--- src/rtl/board_evaluator.sv ---
`default_nettype none
// ---------------------------------------------------------------------------
// board_evaluator: scans a snapshotted 3x3 board for a win, one line per clock
// Revision: 1.0
// ---------------------------------------------------------------------------
module board_evaluator #(
  parameter logic [1:0] P1_CODE = 2'b01,
  parameter logic [1:0] P2_CODE = 2'b10
) (
  input  logic       clk,
  input  logic       rst,
  input  logic       start,
  input  logic [1:0] pos0,
  input  logic [1:0] pos1,
  input  logic [1:0] pos2,
  input  logic [1:0] pos3,
  input  logic [1:0] pos4,
  input  logic [1:0] pos5,
  input  logic [1:0] pos6,
  input  logic [1:0] pos7,
  input  logic [1:0] pos8,
  output logic       busy,
  output logic       done,
  output logic [1:0] winner,
  output logic [8:0] win_mask,
  output logic       draw,
  output logic [3:0] filled,
  output logic       illegal
);

  typedef enum logic [1:0] {
    IDLE = 2'd0,
    SCAN = 2'd1,
    DONE = 2'd2
  } state_t;

  state_t      state, state_next;
  logic [2:0]  line_idx;
  logic [17:0] snapshot;
  logic [1:0]  cells [9];
  logic [3:0]  ia, ib, ic;
  logic [8:0]  line_mask;
  logic [1:0]  ca, cb, cc;
  logic        match;
  logic [3:0]  filled_next;
  logic        illegal_next;

  always_comb begin
    for (int i = 0; i < 9; i++) cells[i] = snapshot[2*i +: 2];
  end

  always_comb begin
    ia = 4'd0; ib = 4'd1; ic = 4'd2;
    case (line_idx)
      3'd0: begin ia = 4'd0; ib = 4'd1; ic = 4'd2; end
      3'd1: begin ia = 4'd3; ib = 4'd4; ic = 4'd5; end
      3'd2: begin ia = 4'd6; ib = 4'd7; ic = 4'd8; end
      3'd3: begin ia = 4'd0; ib = 4'd3; ic = 4'd6; end
      3'd4: begin ia = 4'd1; ib = 4'd4; ic = 4'd7; end
      3'd5: begin ia = 4'd2; ib = 4'd5; ic = 4'd8; end
      3'd6: begin ia = 4'd0; ib = 4'd4; ic = 4'd8; end
      default: begin ia = 4'd2; ib = 4'd4; ic = 4'd6; end
    endcase
  end

  always_comb begin
    line_mask = '0;
    line_mask[ia] = 1'b1;
    line_mask[ib] = 1'b1;
    line_mask[ic] = 1'b1;
  end

  assign ca    = cells[ia];
  assign cb    = cells[ib];
  assign cc    = cells[ic];
  // 2'b11 and empty cells can never form a winning line
  assign match = (ca == cb) && (cb == cc) && ((ca == P1_CODE) || (ca == P2_CODE));

  always_comb begin
    filled_next  = '0;
    illegal_next = 1'b0;
    for (int i = 0; i < 9; i++) begin
      if ((cells[i] == P1_CODE) || (cells[i] == P2_CODE)) filled_next = filled_next + 4'd1;
      if (cells[i] == 2'b11) illegal_next = 1'b1;
    end
  end

  always_comb begin
    state_next = state;
    busy       = 1'b0;
    done       = 1'b0;
    case (state)
      IDLE: if (start) state_next = SCAN;
      SCAN: begin
        busy = 1'b1;
        if (match || (line_idx == 3'd7)) state_next = DONE;
      end
      DONE: begin
        busy       = 1'b1;
        done       = 1'b1;
        state_next = IDLE;
      end
      default: state_next = IDLE;
    endcase
  end

  always_ff @(posedge clk or posedge rst) begin
    if (rst) state <= IDLE;
    else     state <= state_next;
  end

  always_ff @(posedge clk or posedge rst) begin
    if (rst) begin
      line_idx <= '0;
      snapshot <= '0;
      winner   <= '0;
      win_mask <= '0;
      draw     <= 1'b0;
      filled   <= '0;
      illegal  <= 1'b0;
    end else begin
      case (state)
        IDLE: if (start) begin
          snapshot <= {pos8, pos7, pos6, pos5, pos4, pos3, pos2, pos1, pos0};
          line_idx <= '0;
        end
        SCAN: begin
          if (match) begin
            winner   <= ca;
            win_mask <= line_mask;
            draw     <= 1'b0;
            filled   <= filled_next;
            illegal  <= illegal_next;
          end else if (line_idx == 3'd7) begin
            winner   <= '0;
            win_mask <= '0;
            draw     <= (filled_next == 4'd9);
            filled   <= filled_next;
            illegal  <= illegal_next;
          end else begin
            line_idx <= line_idx + 3'd1;
          end
        end
        default: ;
      endcase
    end
  end

endmodule
`default_nettype wire

--- config.mk ---
export PLATFORM = sky130hd
export DESIGN_NAME = board_evaluator
export DESIGN_NICKNAME = d
export VERILOG_FILES = /design/src/rtl/board_evaluator.sv
export SDC_FILE = /design/constraint.sdc
export NUM_CORES = 1
export LEC_CHECK = 0
export ABC_AREA = 1
export CORE_ASPECT_RATIO = 0.8
export CORE_MARGIN = 1.5
export CORE_UTILIZATION = 55
export DETAILED_ROUTE_END_ITERATION = 12
export MAX_ROUTING_LAYER = met4
export PLACE_DENSITY = 0.78
export SETUP_SLACK_MARGIN = 0.05
export SLEW_MARGIN = 20
export SYNTH_ARGS = -nofsm -noshare
export SYNTH_HDL_FRONTEND = slang
export SYNTH_SLANG_ARGS = --single-unit
--- constraint.sdc ---
create_clock -name clk -period 5.8 [get_ports clk]
set_input_delay 0.58 -clock clk [delete_from_list [all_inputs] [get_ports clk]]
set_output_delay 0.58 -clock clk [all_outputs]
set_load 0.005 [all_outputs]
## After elaboration in Yosys (flattened, before gate mapping)

Index checks and enable logic that the tools add are counted.

- Bits in registers: 40
- Input port bits: 21
- Output and inout port bits: 19
- Word-level logic and storage cells: 158

- Add/subtract/negate cells: 9
- Order comparisons: 9
- Equality and inequality tests: 45
- Muxes and demuxes: 55
- Bitwise gates (word level): 5
- Reduce and logical (&&, ||, !) cells: 27

Operator list:

| cell | count |
|---|---|
| equality test 2 bit (second input constant) | 20 |
| two-way mux 4 bit | 10 |
| adder 4 x 1 -> 4 bit (second input constant) | 8 |
| binary-select mux 2 bit (select 4 bit) | 3 |
| case mux 3 bit (4 select lines) | 2 |
| equality test 2 x 1 -> 1 bit (second input constant) | 11 |
| two-way mux 2 bit | 10 |
| two-way mux 1 bit | 19 |
| two-way mux 9 bit | 2 |
| bitwise OR 9 bit | 2 |
| case mux 4 bit (4 select lines) | 1 |
| greater-or-equal comparator 5 bit (second input constant) | 3 |
| less-than comparator 4 x 5 -> 1 bit (second input constant) | 3 |
| NOT 4 -> 5 bit | 3 |
| demux 1 bit (select 4 bit) | 3 |
| equality test 3 bit (second input constant) | 4 |
| greater-or-equal comparator 4 x 1 -> 1 bit (second input constant) | 3 |
| logical OR 1 bit | 11 |
| two-way mux 3 bit | 3 |
| != test 2 bit (second input constant) | 4 |
| equality test 3 x 2 -> 1 bit (second input constant) | 2 |
| case mux 3 bit (2 select lines) | 1 |
| AND reduction 2 bit | 3 |
| OR reduction 3 bit | 2 |
| other kinds (11) | 17 |

## Longest topological paths before layout

- Depth in word-level cells: 22
- Gate-level depth with buffers: 31
- Depth with buffers taken out: 31

## Least setup slack after synthesis

Ideal clock, no wire load.

- Path type: register -> register
- From: register snapshot[0]
- To: register draw
- Library setup time: 116 ps
- Arrival: 3933 ps
- Data required time: 5684 ps
- Path slack: 1750 ps
- Stages on the path, launching flop included: 29
- Path buffers: 0
- Clock period less this slack: 4050 ps
- Cell sequence: dfrtp_1 ha_1 ha_1 inv_1 nand2_1 nand2_1 inv_1 ha_1 nand2_1 nand2_1 nand2_1 nand3_1 nand2_1 ha_1 or2_2 nand2_1 nand2_1 nand3_1 nand2_1 ha_1 nand2_1 o21ai_0 ha_1 nand2_1 xnor3_1 nand3_1 nor2_1 nand2_1 nand2_1

- Longest elaborated chain between the ends: 22
- Elaborated cells on any way between the ends: 41
- Classes of those cells: 8 x add/sub; 7 x eq/ne; 20 x mux; 6 x reduce/logical

Ends and longest elaborated chain:

| what | line | text |
|---|---|---|
| start, declared | 39 | `logic [17:0] snapshot;` |
| start signal, assigned | 124 | `snapshot <= {pos8, pos7, pos6, pos5, pos4, pos3, pos2, pos1, pos0};` |
| equality test 2 x 1 -> 1 bit or equality test 2 bit (tied branches) | 83 | `if ((cells[i] == P1_CODE) \|\| (cells[i] == P2_CODE)) filled_next = filled_next + 4'd1;` |
| logical OR 1 bit | 83 |  |
| two-way mux 1 bit | 83 |  |
| adder 4 x 1 -> 4 bit | 83 |  |
| two-way mux 4 bit | 83 |  |
| adder 4 x 1 -> 4 bit | 83 |  |
| two-way mux 4 bit | 83 |  |
| adder 4 x 1 -> 4 bit | 83 |  |
| [6 not listed] | - |  |
| two-way mux 4 bit | 83 |  |
| adder 4 x 1 -> 4 bit | 83 |  |
| two-way mux 4 bit | 83 |  |
| adder 4 x 1 -> 4 bit | 83 |  |
| two-way mux 4 bit | 83 |  |
| equality test 4 bit | 137 | `draw <= (filled_next == 4'd9);` |
| two-way mux 1 bit | 134 | `end else if (line_idx == 3'd7) begin` |
| two-way mux 1 bit | 128 | `if (match) begin` |
| end signal, assigned | 137 |  |
| end, declared | 26 | `output logic draw,` |

Parallel ways exist; a longest one is shown, timed or not. The select of a mux whose other input is x is not followed.
A chain may end at the register's enable or synchronous reset.

## Final worst setup path

Ends and elaborated chain as after synthesis.

==> results.py <==
metrics = {
    "clocking": {
        "cts_buffers": 5,
        "cts_hold_buf": 0,
        "cts_sinks": 40,
        "worst_skew_pair.late_latency_ps": 300,
        "cts-root-buf": "clkbuf_8",
        "ctsResizeCount": 0,
        "clkTransAtPathRegs_ps": 80,
        "htreeDepth": 2,
        "cts_buffer_depth": 2,
        "cts_tree": "yes",
        "postCtsSetupBuffers": 0,
    },
    "routing": {
        "routed_wirelength_um": 8140,
        "firstDrtPassIters": 6,
        "ant_nets": 0,
        "drc_errors": 0,
        "wl_per_cell_um": 13.41,
        "first_iter_violations": 261,
        "num_vias": 3319,
        "viasPerCell": 5.468,
    },
    "critical_path": {
        "rr_worst_depth": 27,
        "cp_slowest_stage_delay_ps": 390,
        "cp_slowest_cell": "dfrtp_1",
        "path_class": "reg2reg",
        "start_kind": "flop",
        "crit_top_cell": "nand2_1",
        "path_depth": 27,
        "worstPathMaxFanout": 5,
        "cp_top_family": "adder cells",
        "worstPathRequired_ps": 6000,
        "setup.worst_path.end_class": "flop",
        "worst-path-buf-inv": 1,
        "cp_data_arrival_time_ps": 4600,
    },
    "synth": {
        "synth_fa_ha_area_share_pct": 9.590,
        "netlist_instances": 488,
        "avgSynthCellArea_um2": 6.684,
        "ys_seq_area_share_pct": 30.69,
        "synth-xor-area-share_pct": 0.6904,
        "synth_async_sr_flop_share_pct": 100.0,
        "yosys.area_share.simple_pct": 38.82,
        "synth_compound_gate_area_share_pct": 8.209,
        "syn_area_um2": 3262,
        "syn_nets": 534,
        "synth_cell_types": 33,
        "synth_area_leaders": "dfrtp_1 (31%), nand2_1 (21%), nand3_1 (11%)",
        "ys_warn_count": 0,
        "synth_edf_count": 0,
        "yosys.area.top_type_share_pct": 30.69,
        "yosys.cell_count.top_type": "nand2_1",
        "synthMuxAreaShare_pct": 3.452,
        "synth_top_area_cell": "dfrtp_1",
        "synth_ff_type": "dfrtp_1",
        "ys_seq_elements": 40,
        "synth_commonest_cells": "nand2_1 (180), nand3_1 (69), inv_1 (58), dfrtp_1 (40), nor2_1 (32)",
        "synth_top_family_by_area": "simple AND/OR/NAND/NOR gates",
    },
    "timing": {
        "slew_viol_final": 0,
        "grt_setup_unrepaired": "false",
        "max_freq_mhz": 227.3,
        "whs_ps": 486.9,
        "finalSetupViolCount": 0,
        "period_needed_ps": 4400,
        "max-slew-margin-rel_pct": 39.38,
        "hold_viol": 0,
        "setup_ws_ps": 1400,
        "worstMarginPinSlew_ps": 907.1,
        "final.setup_skew_ps": 7.122,
        "period_share_pct": 75.86,
        "tns_ps": 0,
    },
    "placement": {
        "io_buffers": 39,
        "post-place-ws_ps": 1438,
        "dp_hpwl_um": 6417,
        "globalplace.congestion": 0.9799,
    },
    "floorplanning": {
        "ios": 40,
        "fp.dieW_um": 89.10,
        "design.die.area_um2": 6405,
        "start_util_pct": 58.40,
        "die_h_um": 71.88,
        "rows": 24,
        "coreArea_um2": 5585,
    },
    "run": {
        "drv_cap": 0,
    },
    "outcome": {
        "status": "finished clean",
    },
    "hold_path": {
        "hp-class": "reg2reg",
        "hold_depth": 2,
    },
    "global_routing": {
        "antenna_found_initial": 0,
        "grt_max_degree": 41,
        "grt_pass1_wl_um": 13790,
        "overflow": 0,
        "grt_usage_pct": 28.54,
        "grt_pass1_vias": 3092,
    },
    "final_layout": {
        "syn_to_final_growth_pct": 16.57,
        "n_antenna_cell": 0,
        "layout-drive-gt1-share_pct": 6.238,
        "nNetsFinal": 574,
    },
}
worst register-to-register path: stages (launching register included):
cell and delay, ps:
dfrtp_1 390, ha_1 340, ha_1 320, nand2_1 120, nand2_1 150, inv_1 80
ha_1 270, nand2_1 80, nand2_1 100, nand2_1 50, nand3_1 90, nand2_1 110
ha_1 320, or2_2 290, nand2_1 90, nand2_1 60, nand3_1 70, nand2_1 90
ha_1 290, nand2_1 50, o21ai_0 80, ha_1 200, nand2_1 70, xnor3_1 320
nand3_1 100, nor2_1 40, nand2_1 60, nand2_1 40
final cells by class:
cell class	count	area (µm²)
clock buffers	6	82.58
clock inverters	2	13.76
fillers	519	1783
inverters	60	227.7
multi-input cells	381	1982
flip-flops and latches	40	1001
well taps	78	97.59
repair buffers	40	397.9
path summary, 6_finish.rpt:
kind                             startpoint      endpoint  slack, ps
worst min register to register  win_mask[3]   win_mask[3]        490
max in group asynchronous               rst  snapshot[17]       4750
worst max register to register  snapshot[0]          draw       1400
min in group asynchronous               rst      state[1]        690
worst min-delay path            win_mask[3]   win_mask[3]        490
worst max-delay path            snapshot[0]          draw       1400
layer usage:
| layer | GRT usage [%] | part of all wire [%] | vias to the layer above |
|---|---|---|---|
| met4 | 6.838 | 0.84 | 0 |
| li1 | - | - | 1654 |
| met3 | 4.147 | 6.0 | 8 |
| met1 | 41.58 | 49 | 1534 |
| met2 | 41.94 | 44 | 123 |
| met5 | - | 0 | - |
logic make-up (layout without fill, tap and decap cells):
| logic type | Yosys count | count (layout) |
|---|---|---|
| AOI/OAI and AO/OA | 48 | 48 |
| xor gates and xnor gates | 1 | 1 |
| adders and majority gates | 25 | 25 |
| buffers and inverters | 67 | 108 |
| DFF | 40 | 40 |
| muxes | 10 | 10 |
| and+or+nand+nor | 297 | 297 |
state kept, by name, indices dropped and copies added, names as in the netlist:
register and cells:
snapshot 18, win_mask 9, illegal 1, line_idx 3, winner 2, draw 1, state 2, filled 4
placed cells by master (no fill, tap or decap), types with 2 or more instances in the layout:
master / instances
o31ai_1: 3
nand2_1: 180
ha_1: 25
clkdlybuf4s50_1: 39
mux2_2: 10
nand2_2: 4
nor2_1: 32
inv_1: 58
nand3_1: 69
or2_2: 2
a31oi_1: 2
a21oi_1: 18
nand3_2: 2
o21ai_0: 18
nor3_1: 3
clkbuf_8: 6
dfrtp_1: 40
metrics by stage:
step	std cells	utilization [%]	instance area (µm²)
CTS	607	68.08	3802
global placement	599	66.35	3706
floorplan	488	-	3262
global route	607	68.08	3802
finish	607	68.08	3802
detailed placement	599	66.35	3706
Power is left out: the tool's default activity adds up to more than one toggle a clock period on the data nets, which glitch-free logic cannot reach.
